[src/rtl/truth_seq_pkg.sv]
// Shared definitions for the truth-table sequencer: FSM state encoding
// and sizing constants used by the top level and the popcount helper.
package truth_seq_pkg;

  // Sweep controller states
  typedef enum logic [1:0] {
    IDLE   = 2'd0,
    WAIT   = 2'd1,
    SAMPLE = 2'd2,
    DONE   = 2'd3
  } state_t;

  // Largest number of function inputs the sequencer is sized for
  localparam int MAX_N_VARS = 6;

  // Width of the settle-time down counter (SETTLE up to 15)
  localparam int SETTLE_W = 4;

endpackage

[src/rtl/mask_popcount.sv]
// Combinational popcount of a 2^N-bit minterm mask into an (N+1)-bit count.
// The count width covers the all-ones case (2^N needs N+1 bits).
module mask_popcount #(
  parameter int N = 3
) (
  input  logic [(1<<N)-1:0] i_vec,
  output logic [N:0]        o_count
);

  localparam int W = 1 << N;

  // Accumulate set bits across the whole mask
  always_comb begin
    o_count = '0;
    for (int i = 0; i < W; i++) begin
      o_count = o_count + (N+1)'(i_vec[i]);
    end
  end

endmodule

[src/rtl/truth_table_sequencer.sv]
// Truth-table sequencer: steps an external N-input combinational block
// through every input combination, waits SETTLE cycles per row, samples
// its output and assembles the minterm mask plus its one-count.
// Optional build macro TRUTH_SEQ_ROW_HANDSHAKE_EN adds an i_row_ready
// input that holds each SAMPLE row until the consumer accepts it.
module truth_table_sequencer
  import truth_seq_pkg::*;
#(
  parameter int N_VARS = 3,
  parameter int SETTLE = 0
) (
  input  logic                   i_clk,
  input  logic                   i_reset,
  input  logic                   i_start,
  output logic [N_VARS-1:0]      o_vars,
  input  logic                   i_f_in,
`ifdef TRUTH_SEQ_ROW_HANDSHAKE_EN
  input  logic                   i_row_ready,
`endif
  output logic                   o_busy,
  output logic                   o_row_valid,
  output logic [N_VARS-1:0]      o_row_idx,
  output logic                   o_row_val,
  output logic                   o_done,
  output logic [(1<<N_VARS)-1:0] o_mask,
  output logic [N_VARS:0]        o_ones
);

  localparam int ROWS = 1 << N_VARS;
  localparam logic [N_VARS-1:0] LAST_IDX = '1;
  // Counter preload for a WAIT phase; unused when SETTLE is 0
  localparam int SETTLE_LOAD_I = (SETTLE > 0) ? SETTLE - 1 : 0;
  localparam logic [SETTLE_W-1:0] SETTLE_LOAD = SETTLE_W'(SETTLE_LOAD_I);

  state_t              r_state;
  logic [N_VARS-1:0]   r_idx;
  logic [N_VARS-1:0]   r_vars;
  logic [ROWS-1:0]     r_mask;
  logic [N_VARS:0]     r_ones;
  logic [SETTLE_W-1:0] r_cnt;
  logic                r_busy;
  logic                r_done;

  logic                w_advance;
  logic [ROWS-1:0]     w_mask_upd;
  logic [N_VARS:0]     w_count;

`ifdef TRUTH_SEQ_ROW_HANDSHAKE_EN
  assign w_advance = i_row_ready;
`else
  assign w_advance = 1'b1;
`endif

  // Mask as it will look once the current row is committed, so the final
  // one-count is available in the same cycle as the done pulse
  always_comb begin
    w_mask_upd        = r_mask;
    w_mask_upd[r_idx] = i_f_in;
  end

  mask_popcount #(
    .N (N_VARS)
  ) u_popcount (
    .i_vec   (w_mask_upd),
    .o_count (w_count)
  );

  // Sweep FSM with registered status outputs
  always_ff @(posedge i_clk) begin
    if (i_reset) begin
      r_state <= IDLE;
      r_idx   <= '0;
      r_vars  <= '0;
      r_mask  <= '0;
      r_ones  <= '0;
      r_cnt   <= '0;
      r_busy  <= 1'b0;
      r_done  <= 1'b0;
    end else begin
      r_done <= 1'b0;
      case (r_state)
        IDLE: begin
          if (i_start) begin
            r_mask <= '0;
            r_ones <= '0;
            r_idx  <= '0;
            r_vars <= '0;
            r_busy <= 1'b1;
            if (SETTLE > 0) begin
              r_state <= WAIT;
              r_cnt   <= SETTLE_LOAD;
            end else begin
              r_state <= SAMPLE;
            end
          end
        end
        WAIT: begin
          if (r_cnt == '0) begin
            r_state <= SAMPLE;
          end else begin
            r_cnt <= r_cnt - SETTLE_W'(1);
          end
        end
        SAMPLE: begin
          // The row is committed only on its accepting cycle; stalled
          // cycles simply re-sample f_in
          if (w_advance) begin
            r_mask <= w_mask_upd;
            if (r_idx == LAST_IDX) begin
              r_state <= DONE;
              r_done  <= 1'b1;
              r_ones  <= w_count;
            end else begin
              r_idx  <= r_idx + N_VARS'(1);
              r_vars <= r_idx + N_VARS'(1);
              if (SETTLE > 0) begin
                r_state <= WAIT;
                r_cnt   <= SETTLE_LOAD;
              end else begin
                r_state <= SAMPLE;
              end
            end
          end
        end
        DONE: begin
          r_state <= IDLE;
          r_busy  <= 1'b0;
        end
        default: begin
          r_state <= IDLE;
          r_busy  <= 1'b0;
        end
      endcase
    end
  end

  assign o_vars      = r_vars;
  assign o_busy      = r_busy;
  assign o_done      = r_done;
  assign o_mask      = r_mask;
  assign o_ones      = r_ones;
  assign o_row_idx   = r_idx;
  assign o_row_valid = (r_state == SAMPLE);
  assign o_row_val   = o_row_valid & i_f_in;

endmodule

[config.mk]
export PLATFORM = sky130hd
export DESIGN_NAME = truth_table_sequencer
export DESIGN_NICKNAME = d
export VERILOG_FILES = /design/src/rtl/truth_seq_pkg.sv /design/src/rtl/mask_popcount.sv /design/src/rtl/truth_table_sequencer.sv
export SDC_FILE = /design/constraint.sdc
export NUM_CORES = 1
export LEC_CHECK = 0
export CAP_MARGIN = 20
export CORE_ASPECT_RATIO = 0.75
export CORE_MARGIN = 4
export CORE_UTILIZATION = 49
export CTS_BUF_LIST = sky130_fd_sc_hd__clkbuf_16
export DETAILED_ROUTE_END_ITERATION = 6
export DONT_BUFFER_PORTS = 1
export MAX_ROUTING_LAYER = met4
export PLACE_DENSITY = 0.65
export SLEW_MARGIN = 20
export SYNTH_ARGS = -nofsm -noshare
export SYNTH_HDL_FRONTEND = slang
export SYNTH_HIERARCHICAL = 1
export SYNTH_SLANG_ARGS = --single-unit
export TNS_END_PERCENT = 10
[constraint.sdc]
create_clock -name i_clk -period 9.5 [get_ports i_clk]
set_input_delay 2.375 -clock i_clk [delete_from_list [all_inputs] [get_ports i_clk]]
set_output_delay 2.375 -clock i_clk [all_outputs]
set_load 0.01 [all_outputs]
Yosys cells after proc, flatten, opt, wreduce, memory -nomap -nowiden
Cells that the tools add are included.
- bits of input ports: 4
- output and inout bits: 22
- flip-flop bits (word level): 23
- word-level logic and storage cells: 59
- reductions and logical operators: 12
- order comparisons: 2
- muxes and demuxes: 18
- bitwise operators: 3
- equal/unequal tests: 8
- add/sub/neg operators: 9
- operators by type and width (operator ; count):
    adder 4 x 1 -> 4 bit ; 6
    case mux 8 bit (2 select lines) ; 1
    bitwise mux 8 bit ; 1
    2-to-1 mux 4 bit ; 2
    2-to-1 mux 8 bit ; 1
    case mux 2 bit (4 select lines) ; 1
    case mux 4 bit (2 select lines) ; 1
    AND reduction 2 bit ; 4
    2-to-1 mux 3 bit ; 2
    inequality test 2 bit (second input constant) ; 3
    case mux 3 bit (2 select lines) ; 1
    AND reduction 3 bit ; 2
    == test 2 bit (second input constant) ; 2
    zero test 4 bit ; 1
    < comparator 3 x 4 -> 1 bit (second input constant) ; 1
    2-to-1 mux 1 bit ; 4
    2-to-1 mux 2 bit ; 2
    nonzero test 2 bit ; 2
    subtractor 4 x 1 -> 4 bit (second input constant) ; 1
    adder 3 x 1 -> 3 bit (second input constant) ; 1
    demux 1 bit (select 3 bit) ; 1
    == test 3 bit (second input constant) ; 1
    greater-or-equal comparator 3 x 1 -> 1 bit (second input constant) ; 1
    adder 1 x 1 -> 2 bit ; 1
    other kinds (8) ; 9

Longest topological paths before layout
Gate-level depths: netlist (run 1).
- depth in word-level cells: 14
- gate-level depth with buffers: 14

Hierarchy
The synthesis (run 1) kept the hierarchy.
- modules (own cells, without submodules) (module ; instances ; cells each ; sequential area each (um2) ; area each (um2)):
    truth_table_sequencer ; 1 ; 127 ; 460.4 ; 1263.7
    mask_popcount ; 1 ; 24 ; 0.0 ; 190.2

Least setup slack after synthesis (run 1)
OpenSTA, ideal clock, no wires.
- kind: input to output
- start point: in i_f_in
- end point: out o_row_val
- cell stages on the path: 2
- path slack: 4325 ps
- arrival: 2800 ps
- required time: 7125 ps
- path through: clkbuf_1 > and2_1
- cells in the longest elaborated chain, start to end: 1
- RTL lines (what ; line ; text):
    start: declaration ; truth_table_sequencer.sv:16 ; input logic i_f_in,
    AND 1 bit ; truth_table_sequencer.sv:144 ; assign o_row_val = o_row_valid & i_f_in;
    end: declaration ; truth_table_sequencer.sv:23 ; output logic o_row_val,
Every way passes these cells.

Worst setup path in the final report (run 1)
Same ends and word-level chain as after synthesis.

==> results of run 1 <==
==> through the flow <==
stage / utilization, % / total power [W]
6_report: 55.1 / 0.000211
5_1_grt: 55.1 / 0.000219
4_1_cts: 55.1 / 0.000213
3_5_place_dp: 52.2 / 0.000123
3_3_place_gp: 52.2 / 0.000122
2_1_floorplan: - / 0.000123
==> cells in the final DEF (no fill, tap or decap), types with 2 or more instances in the layout <==
cell | synthesis | routed
a32o_1 | 5 | 5
nor2_1 | 8 | 8
inv_1 | 17 | 18
nand2_1 | 11 | 11
nor3b_2 | 3 | 3
ha_1 | 8 | 8
and2_1 | 3 | 3
o22ai_1 | 4 | 4
a22o_1 | 2 | 2
fa_1 | 4 | 4
nand3b_1 | 3 | 3
clkbuf_16 | 0 | 3
dfxtp_1 | 23 | 23
a21oi_1 | 4 | 4
nor2b_1 | 2 | 2
nor3_1 | 4 | 4
o2bb2ai_1 | 8 | 8
mux2_2 | 11 | 11
mux2i_1 | 5 | 5
nand2b_1 | 2 | 2
==> kinds of logic after synthesis <==
logic type / synth area share (%)
AOI/OAI and AO/OA: 16.2
DFF: 31.7
adders and majority gates: 12.4
buffers and inverters: 9.72
muxes: 12.0
and+or+nand+nor: 17.5
xor gates and xnor gates: 0.603
==> state kept, by name, summed over array words and instances (netlist names) <==
signal / count
o_busy: 1
o_done: 1
o_ones: 4
r_state: 2
o_vars: 3
o_mask: 8
r_cnt: 4
==> power by group <==
group	total (W)	switching, W	internal (W)
Sequential	0.000102	0.00000412	0.0000982
Combinational	0.0000183	0.00000956	0.00000877
Clock	0.0000901	0.0000339	0.0000562
==> cell type report <==
type,count,area share [%]
multi-input combinational,99,56.8
sequential,23,30.7
clock buffer,3,5.00
inverter,17,4.25
tap,36,3.00
clock inverter,1,0.250
==> how the worst max path moves through the flow <==
stage                       from  cells past startpoint  slack [ns]                     end
after floorplan           i_f_in                      2        4.33               o_row_val
after global placement    i_f_in                     12        4.43  o_ones[2]$_SDFFE_PP0P_
after detailed placement  i_f_in                     12        4.36  o_ones[2]$_SDFFE_PP0P_
after CTS                 i_f_in                      1        4.57               o_row_val
after global routing      i_f_in                     12        4.45  o_ones[2]$_SDFFE_PP0P_
final                     i_f_in                      1        4.57               o_row_val
==> per-layer routing <==
metal	GRT usage (%)	share of wire, %
met3	6.50	7.8
met2	24.6	46
met1	19.2	46
met5	-	0
met4	5.63	0
==> metrics, run 1 <==
status=completed; pre-CTS WS=4.36 ns; Die ar.=3910 um^2; CTS buffer count=3; worst min path class=reg2reg; CP arrival=2.56 ns; antenna cell count=0; Yosys cell types=35; # resized after CTS=0; Async SR Flop Fraction=0%; root buffer cell=clkbuf_16; grt ovf=0; fillers=260; synthesis-to-finish area growth=3.18%; Slew HR=59.6%; DRC violations left=0; Worst-path clk slew=0.06 ns; syn avg cell area=9.63 um^2; share of the synthesized area in the top cell type=31.7%; Slew @ Worst Pin=0.605 ns; Setup crit end kind=primary output; drt first pass iters=4; R2R cell count=13; Placed Area=1420 um^2; Finish-stage setup viols=0; Largest stage delay, worst path=0.18 ns; final instance area=1500 um^2; detailed-route via count=1,024; total negative slack=0 ns; unrepaired setup endpoints after global routing=no; Port Buffers=0; gpl congestion=0.775; hold-fix buffers at CTS=0; top-count cell post-synth=dfxtp_1; Worst Hold End=o_ones[2]$_SDFFE_PP0P_; pin count of the biggest net entering global routing=22; Yosys top cell by area=dfxtp_1; share of cells above drive strength 1=16.1%; Sink Count=23; fin crit share=51.9%; DP Cell Count=175; Worst Path Buf+Inv=0; fin cells=179; number of synthesized flops with an enable pin=0; wirelength, routed=2.79 mm; vias in the first global route=957; worst reg2reg startpoint=o_vars[0]$_SDFFE_PP0P_; Syn. warnings=6; Hold Slack=0.509 ns; Worst Skew=0.00349 ns; maximum clock path buffer count=2; Antenna Nets Post-Route=0; synthesized area=1450 um^2; Initial Utilization=53.4%; first-pass GRT wire length=4.64 mm; Skew-Pair Late Insertion Delay=0.26 ns; DR iter-0 viols=70; Slowest-stage cell, CP=and2_1; family with the most delay on the worst path=simple AND/OR/NAND/NOR gates; # rows=16; I/O pin total=26; Max Fclk=203 MHz; HPWL Detailed=2.07 mm; Worst setup SP type=input port; post-synthesis sequential area ratio=31.7%; required time of the critical path=7.13 ns; drt via density=5.72; total of max-cap violations=0; H-tree Lvls=1; Most used DFF post-synth=dfxtp_1; reg-to-reg endpoint=o_ones[2]$_SDFFE_PP0P_; all-layer global routing usage=16.0%; Hold Vio Cnt, Final=0; worst hold stages=2; Slew Viols, Final=0; LEAKAGE=0.598 nW; r2r setup slk=5.55 ns; area of the multi-input gates=852 um^2; Final #Nets=160; number of setup buffers added after CTS=0; Die X-Extent=70.9 um; fin crit period=4.93 ns; DR WL/cell=15.6 um; Syn Nets=167; Post-Syn Instances=151; hold path start=o_ones[2]$_SDFFE_PP0P_; core area=2720 um^2; initial antenna violation count=0; CP cell instances=and2_1; Seq. cell area=460 um^2; top cells by area, synth=dfxtp_1, mux2_2, ha_1; #FFs+latches synth=23; worst vdd ir=0.0659 mV; worst setup path category=in2out; Max FO, Critical Path=14; Chip Height=55.2 um; CTS tree=done; setup slack after layout=4.57 ns; commonest cells in the synthesized netlist=dfxtp_1, inv_1, mux2_2, nand2_1; power per cell area=140 nW/um^2
(Power assumes the default switching activity.)
==> run 2: changes to the inputs <==
--- a/config.mk
+++ b/config.mk
@@ -13,7 +13,7 @@
 export DETAILED_ROUTE_END_ITERATION = 6
 export DONT_BUFFER_PORTS = 1
 export MAX_ROUTING_LAYER = met4
-export PLACE_DENSITY = 0.65
+export PLACE_DENSITY = 0.67
 export SLEW_MARGIN = 20
 export SYNTH_ARGS = -nofsm -noshare
 export SYNTH_HDL_FRONTEND = slang
==> constraint.sdc (replaced) <==
create_clock -name i_clk -period 4.2 [get_ports i_clk]
set_input_delay 1.05 -clock i_clk [delete_from_list [all_inputs] [get_ports i_clk]]
set_output_delay 1.05 -clock i_clk [all_outputs]
set_load 0.01 [all_outputs]
==> run 2 against run 1 <==
Effect of this change:
- total power up 130%
- design area up 1.5%
- highest routed layer is now met4
- count of clock-buffer cells in the layout unchanged
- clock skew down 0.0025 ns
- sequential power up 120%
- first-iteration DRC count down 7.1%
- largest power group unchanged
- core utilization up 0.83 points
- clock power up 130%
- critical path depth up 12
- non-clock buffer count up 3
- cell count up 1.7%
- die area unchanged
==> metrics, run 2 (synthesis gave the netlist of run 1 again) <==
wirelength, routed=2.84 mm (+1.6%); Max FO, Critical Path=11 (-3); vias in the first global route=975 (+1.9%); grt ovf=0 (unchanged); required time of the critical path=4.39 ns (-2.74 ns); final instance area=1520 um^2 (+1.5%); Worst Skew=0.000946 ns (-0.00255 ns); antenna cell count=0 (unchanged); Power, Total=0.000479 W (+130%); Final #Nets=163 (+1.9%); Finish-stage setup viols=0 (unchanged); H-tree Lvls=1 (unchanged); fin crit share=88.7%; detailed-route via count=1,046 (+2.1%); Chip Height=55.2 um (unchanged); root buffer cell=clkbuf_16; status=completed; Port Buffers=0 (unchanged); Skew-Pair Late Insertion Delay=0.26 ns (about the same); Antenna Nets Post-Route=0 (unchanged); Worst setup SP type=flop; Setup crit end kind=flop; worst min path class=reg2reg; DP Cell Count=178 (+1.7%); Die ar.=3910 um^2 (unchanged); CTS buffer count=3 (unchanged); # resized after CTS=0 (unchanged); I/O pin total=26 (unchanged); Placed Area=1440 um^2 (+1.6%); CTS tree=done; Die X-Extent=70.9 um (unchanged); Initial Utilization=53.4% (unchanged); HPWL Detailed=2.16 mm (+4.0%); DRC violations left=0 (unchanged); CP arrival=3.91 ns (+1.35 ns); fin crit period=3.73 ns; synthesis-to-finish area growth=4.73%; Slew @ Worst Pin=0.607 ns (+0.00248 ns); # rows=16 (unchanged); Max Fclk=268 MHz; initial antenna violation count=0 (unchanged); Slew Viols, Final=0 (unchanged); pin count of the biggest net entering global routing=22 (unchanged); LEAKAGE=0.614 nW (+2.7%); share of cells above drive strength 1=17.8% (+1.7 points); most common cell after layout, fill and taps aside=dfxtp_1; most frequent cells in the layout=dfxtp_1, inv_1, mux2_2, nand2_1; drt first pass iters=4 (unchanged); unrepaired setup endpoints after global routing=no; power per cell area=314 nW/um^2 (+120%); maximum clock path buffer count=2 (unchanged); DR iter-0 viols=65 (-7.1%); DR WL/cell=15.6 um (about the same); core area=2720 um^2 (unchanged); Sink Count=23 (unchanged); Worst-path clk slew=0.06 ns (about the same); Hold Vio Cnt, Final=0 (unchanged); hold-fix buffers at CTS=0 (unchanged); all-layer global routing usage=16.2% (+0.18 points); first-pass GRT wire length=4.70 mm (+1.3%); drt via density=5.75 (+0.46%); worst vdd ir=0.150 mV (+130%); max reg flops=8 (unchanged); worst setup path category=reg2reg; number of setup buffers added after CTS=0 (unchanged); total of max-cap violations=0 (unchanged); fin cells=182 (+1.7%); total negative slack=0 ns (unchanged); Slew HR=59.5% (-0.17 points); gpl congestion=0.794 (+2.4%)
==> run 2: final cells by class <==
| class | count | area (um^2) |
|---|---|---|
| clock buffer | 3 | 75.1 |
| clock inverter | 1 | 3.75 |
| fill | 246 | 1200 |
| inverter | 17 | 63.8 |
| multi-input combinational | 99 | 852 |
| sequential | 23 | 460 |
| tap | 36 | 45.0 |
| timing repair buffer | 3 | 22.5 |
==> run 2: layer usage <==
| metal | vias to the layer above | share of wire, % | global-route usage (%) |
|---|---|---|---|
| li1 | 513 | - | - |
| met1 | 500 | 48 | 20.3 |
| met2 | 29 | 43 | 24.0 |
| met3 | 4 | 8.1 | 5.78 |
| met4 | 0 | 1.2 | 6.25 |
| met5 | - | 0 | - |
==> run 2: final timing paths <==
path | start | end | slack, ns | depth (start not counted)
worst max-delay path | o_vars[0]$_SDFFE_PP0P_ | o_ones[2]$_SDFFE_PP0P_ | 0.47 | 13
worst min register to register | o_ones[3]$_SDFFE_PP0P_ | o_ones[3]$_SDFFE_PP0P_ | 0.51 | 2
worst min-delay path | o_ones[3]$_SDFFE_PP0P_ | o_ones[3]$_SDFFE_PP0P_ | 0.51 | 2
worst max register to register | o_vars[0]$_SDFFE_PP0P_ | o_ones[2]$_SDFFE_PP0P_ | 0.47 | 13
==> run 2: power breakdown <==
part           leakage (nW)  internal (W)   total, W  switching (W)
clock network        0.0423      0.000127   0.000205      0.0000776
logic                 0.386     0.0000212  0.0000452      0.0000241
registers             0.186      0.000222   0.000229     0.00000685
==> run 2: worst max-delay path, cell delays in order (launching register included) <==
cell     delay, ns
dfxtp_1       0.54
nor3b_2       0.33
mux2_2        0.36
inv_1         0.07
fa_1          0.43
fa_1          0.52
fa_1          0.41
inv_1         0.06
ha_1          0.15
inv_1         0.05
fa_1          0.38
xnor2_1       0.14
nand2_1       0.06
mux2i_1       0.14
==> run 2: stage by stage <==
stage | util, % | hold slack, ns | worst slack [ns]
after global routing | 55.9 | 0.529 | 0.229
after detailed placement | 53.0 | 0.507 | 0.375
after CTS | 55.9 | 0.515 | 0.458
final | 55.9 | 0.510 | 0.475
after global placement | 53.0 | 0.499 | 0.449
after floorplan | - | 0.479 | 0.380
==> run 3: changes to the inputs <==
--- a/config.mk
+++ b/config.mk
@@ -17,6 +17,5 @@
 export SLEW_MARGIN = 20
 export SYNTH_ARGS = -nofsm -noshare
 export SYNTH_HDL_FRONTEND = slang
-export SYNTH_HIERARCHICAL = 1
 export SYNTH_SLANG_ARGS = --single-unit
 export TNS_END_PERCENT = 10
==> run 3 against run 2 <==
Effect of this change:
- non-clock buffer count is the same
- sequential power about the same
- first-iteration DRC count fell by 18%
- maximum frequency decreased by 3.8%
- flip-flop and latch count did not move
- count of clock-buffer cells in the layout unchanged
- clock skew up 0.0010 ns
- highest routed layer unchanged
- critical path depth shrank 1
- die area rose by 0.37%
- register-to-register slack got worse by 0.15 ns
- synthesized cell count fell by 3.3%
==> metrics, run 3 <==
Chip Height=55.3 um (+0.18%); reg-to-reg endpoint=o_ones[2]$_SDFFE_PP0P_; HPWL Detailed=2.27 mm (+5.3%); Worst setup SP type=flop; vias in the first global route=1,033 (+5.9%); Skew-Pair Late Insertion Delay=0.26 ns (about the same); Int Power=0.000370 W (about the same); top cells by area, synth=dfxtp_1, mux2_2, ha_1; Gate power share=9.6% (+0.2 points); synthesized area=1460 um^2 (+0.43%); required time of the critical path=4.39 ns (about the same); DR WL/cell=17.2 um (+11%); fin cells=175 (-3.8%); pin count of the biggest net entering global routing=28 (+27%); DRC violations left=0 (unchanged); Final #Nets=155 (-4.9%); uppermost layer routed=met4; total negative slack=0 ns (unchanged); Power, Total=0.000477 W (-0.30%); LEAKAGE=0.636 nW (+3.4%); Reg power frac=47.5% (-0.3 points); CTS buffer count=3 (unchanged); detailed-route via count=1,051 (+0.48%); Sw Ratio=22.5% (-0.16 points); most common cell after layout, fill and taps aside=dfxtp_1; synthesis-to-finish area growth=3.86%; DP Cell Count=171 (-3.9%); worst vdd ir=0.153 mV (+1.6%); CP cell instances=nor3_1 > mux2_2 > ha_1 > fa_1 > inv_1 > fa_1 > inv_1 > fa_1 > fa_1 > xor2_1 > nand2_1 > mux2i_1; final core occ=55.7% (-0.23 points); hold-fix buffers at CTS=0 (unchanged); Port Buffers=0 (unchanged); root buffer cell=clkbuf_16; Async SR Flop Fraction=0% (unchanged); R2R cell count=12 (-1); drt first pass iters=4 (unchanged); Slew HR=59.8% (+0.36 points); Hold Vio Cnt, Final=0 (unchanged); Worst Skew=0.00197 ns (+0.00102 ns); Switch Pwr=0.000107 W (-1.0%); Worst-path clk slew=0.06 ns (about the same); post-synthesis sequential area ratio=31.5% (-0.14 points); Yosys top cell by area=dfxtp_1; clock power share=42.9% (+0.2 points); # resized after CTS=0 (unchanged); r2r setup slk=0.33 ns (-0.15 ns); syn avg cell area=10.0 um^2 (+3.9%); number of setup buffers added after CTS=0 (unchanged); top-count cell post-synth=dfxtp_1; H-tree Lvls=1 (unchanged); unrepaired setup endpoints after global routing=no; worst setup path category=reg2reg; Worst Hold End=r_cnt[1]$_SDFFE_PP0P_; CP most frequent cell=fa_1; max reg flops=8 (unchanged); Sink Count=23 (unchanged); initial antenna violation count=0 (unchanged); M1 WL=1.43 mm (+5.1%); fillers=246 (unchanged); Setup crit end kind=flop; Finish-stage setup viols=0 (unchanged); first-pass GRT wire length=5.12 mm (+9.0%); drt via density=6.01 (+4.5%); Slew Viols, Final=0 (unchanged); CTS tree=done; share of cells above drive strength 1=19.4% (+1.6 points); Syn. warnings=0 (-6); fin crit share=92.2% (+3.5 points); status=completed; Slowest-stage cell, CP=fa_1; share of the synthesized area in the top cell type=31.5% (-0.14 points); #FFs+latches synth=23 (unchanged); grt ovf=0 (unchanged); Largest stage delay, worst path=0.53 ns (about the same); total of max-cap violations=0 (unchanged); Antenna Nets Post-Route=0 (unchanged); Slew @ Worst Pin=0.602 ns (-0.00546 ns); maximum clock path buffer count=2 (unchanged); Hold Slack=0.524 ns (+0.0143 ns); metal3 WL=231 um (+0.87%); Most used DFF post-synth=dfxtp_1; power per cell area=315 nW/um^2 (+0.11%); worst reg2reg startpoint=o_vars[2]$_SDFFE_PP0P_; Syn Nets=161 (-3.6%); number of synthesized flops with an enable pin=0 (unchanged); DR iter-0 viols=53 (-18%); Max FO, Critical Path=4 (-7); commonest cells in the synthesized netlist=dfxtp_1, nand2_1, mux2_2, mux2i_1, o2bb2ai_1; Die X-Extent=71.0 um (+0.19%); all-layer global routing usage=16.9% (+0.73 points); fin crit period=3.87 ns (+0.149 ns); I/O pin total=26 (unchanged); Max Fclk=258 MHz (-3.8%); Die ar.=3930 um^2 (+0.37%); most frequent cells in the layout=dfxtp_1, nand2_1, mux2_2, mux2i_1, o2bb2ai_1; worst hold stages=2 (unchanged); gpl congestion=0.803 (+1.1%); Initial Utilization=53.6% (+0.23 points); antenna cell count=0 (unchanged); CP arrival=4.06 ns (+0.15 ns); core area=2720 um^2 (unchanged); worst min path class=reg2reg; Yosys cell types=42 (+20%); # rows=16 (unchanged); hold path start=r_cnt[1]$_SDFFE_PP0P_; wirelength, routed=3.02 mm (+6.4%); met2 routed WL=1.27 mm (+5.2%); Post-Syn Instances=146 (-3.3%)
## run 3: cell count changes in the layout (fill, tap and decap cells not counted), moves of 2 or more
cell      delta
a21bo_2      +2
a21oi_2      +2
a22o_1       -2
inv_1       -12
mux2_2       -3
mux2i_1      +3
nand2b_1     +5
nor2_1       -2
## run 3: through the flow
step / setup slack (ns) / area [um^2]
2_1_floorplan: 0.137 / 1460
3_3_place_gp: 0.260 / 1440
3_5_place_dp: 0.168 / 1440
4_1_cts: 0.331 / 1520
5_1_grt: 0.114 / 1520
6_report: 0.326 / 1520
## run 3: power groups by stage
| stage | registers, W | clock network (W) | logic [W] |
|---|---|---|---|
| 2_1_floorplan | 0.000230 | 0 | 0.0000467 |
| 3_3_place_gp | 0.000231 | 0 | 0.0000443 |
| 3_5_place_dp | 0.000232 | 0 | 0.0000457 |
| 4_1_cts | 0.000227 | 0.000209 | 0.0000460 |
| 5_1_grt | 0.000227 | 0.000218 | 0.0000516 |
| 6_report | 0.000227 | 0.000205 | 0.0000457 |
## run 3: area by class of cell
cell class	count	area, um^2	share of cell area [%]
multi-input combinational	104	891	58.7
sequential	23	460	30.4
clock buffer	3	75.1	4.95
tap	36	45.0	2.97
timing repair buffer	3	22.5	1.49
inverter	5	18.8	1.24
clock inverter	1	3.75	0.248
## run 3: critical path, delay by kind of cell (launching register included)
kind                     cells  cell delay, ns
adder cells (fa/ha/maj)      5            2.12
multiplexers                 2            0.54
flip-flops                   1            0.34
buffers and inverters        2            0.10
AND/OR/NAND/NOR              2            0.53
XOR/XNOR                     1            0.17
## run 3: cell families (layout without fill, tap and decap cells)
kind of cell    Yosys count  count (layout)  synth area share, %
xor+xnor                  1               1                0.600
buf+inv                  19              12                 7.45
simple gates             46              46                 20.8
fa+ha+maj                11              11                 11.5
mux                      16              16                 11.7
compound gates           30              30                 16.5
flops                    23              23                 31.5
## run 3: worst max path at each step
stage,startpoint,end,slack (ns),cells after the start
floorplan,i_f_in,o_ones[2]$_SDFFE_PP0P_,0.14,12
global placement,i_f_in,o_ones[2]$_SDFFE_PP0P_,0.26,11
detailed placement,i_f_in,o_ones[2]$_SDFFE_PP0P_,0.17,11
CTS,o_vars[2]$_SDFFE_PP0P_,o_ones[2]$_SDFFE_PP0P_,0.33,12
global route,o_vars[2]$_SDFFE_PP0P_,o_ones[2]$_SDFFE_PP0P_,0.11,12
finish,o_vars[2]$_SDFFE_PP0P_,o_ones[2]$_SDFFE_PP0P_,0.33,12
## run 3: metal layers
layer	track usage, %	vias to the layer above
li1	-	512
met1	22.7	492
met2	23.2	36
met3	5.62	11
met4	6.70	0
met5	-	-
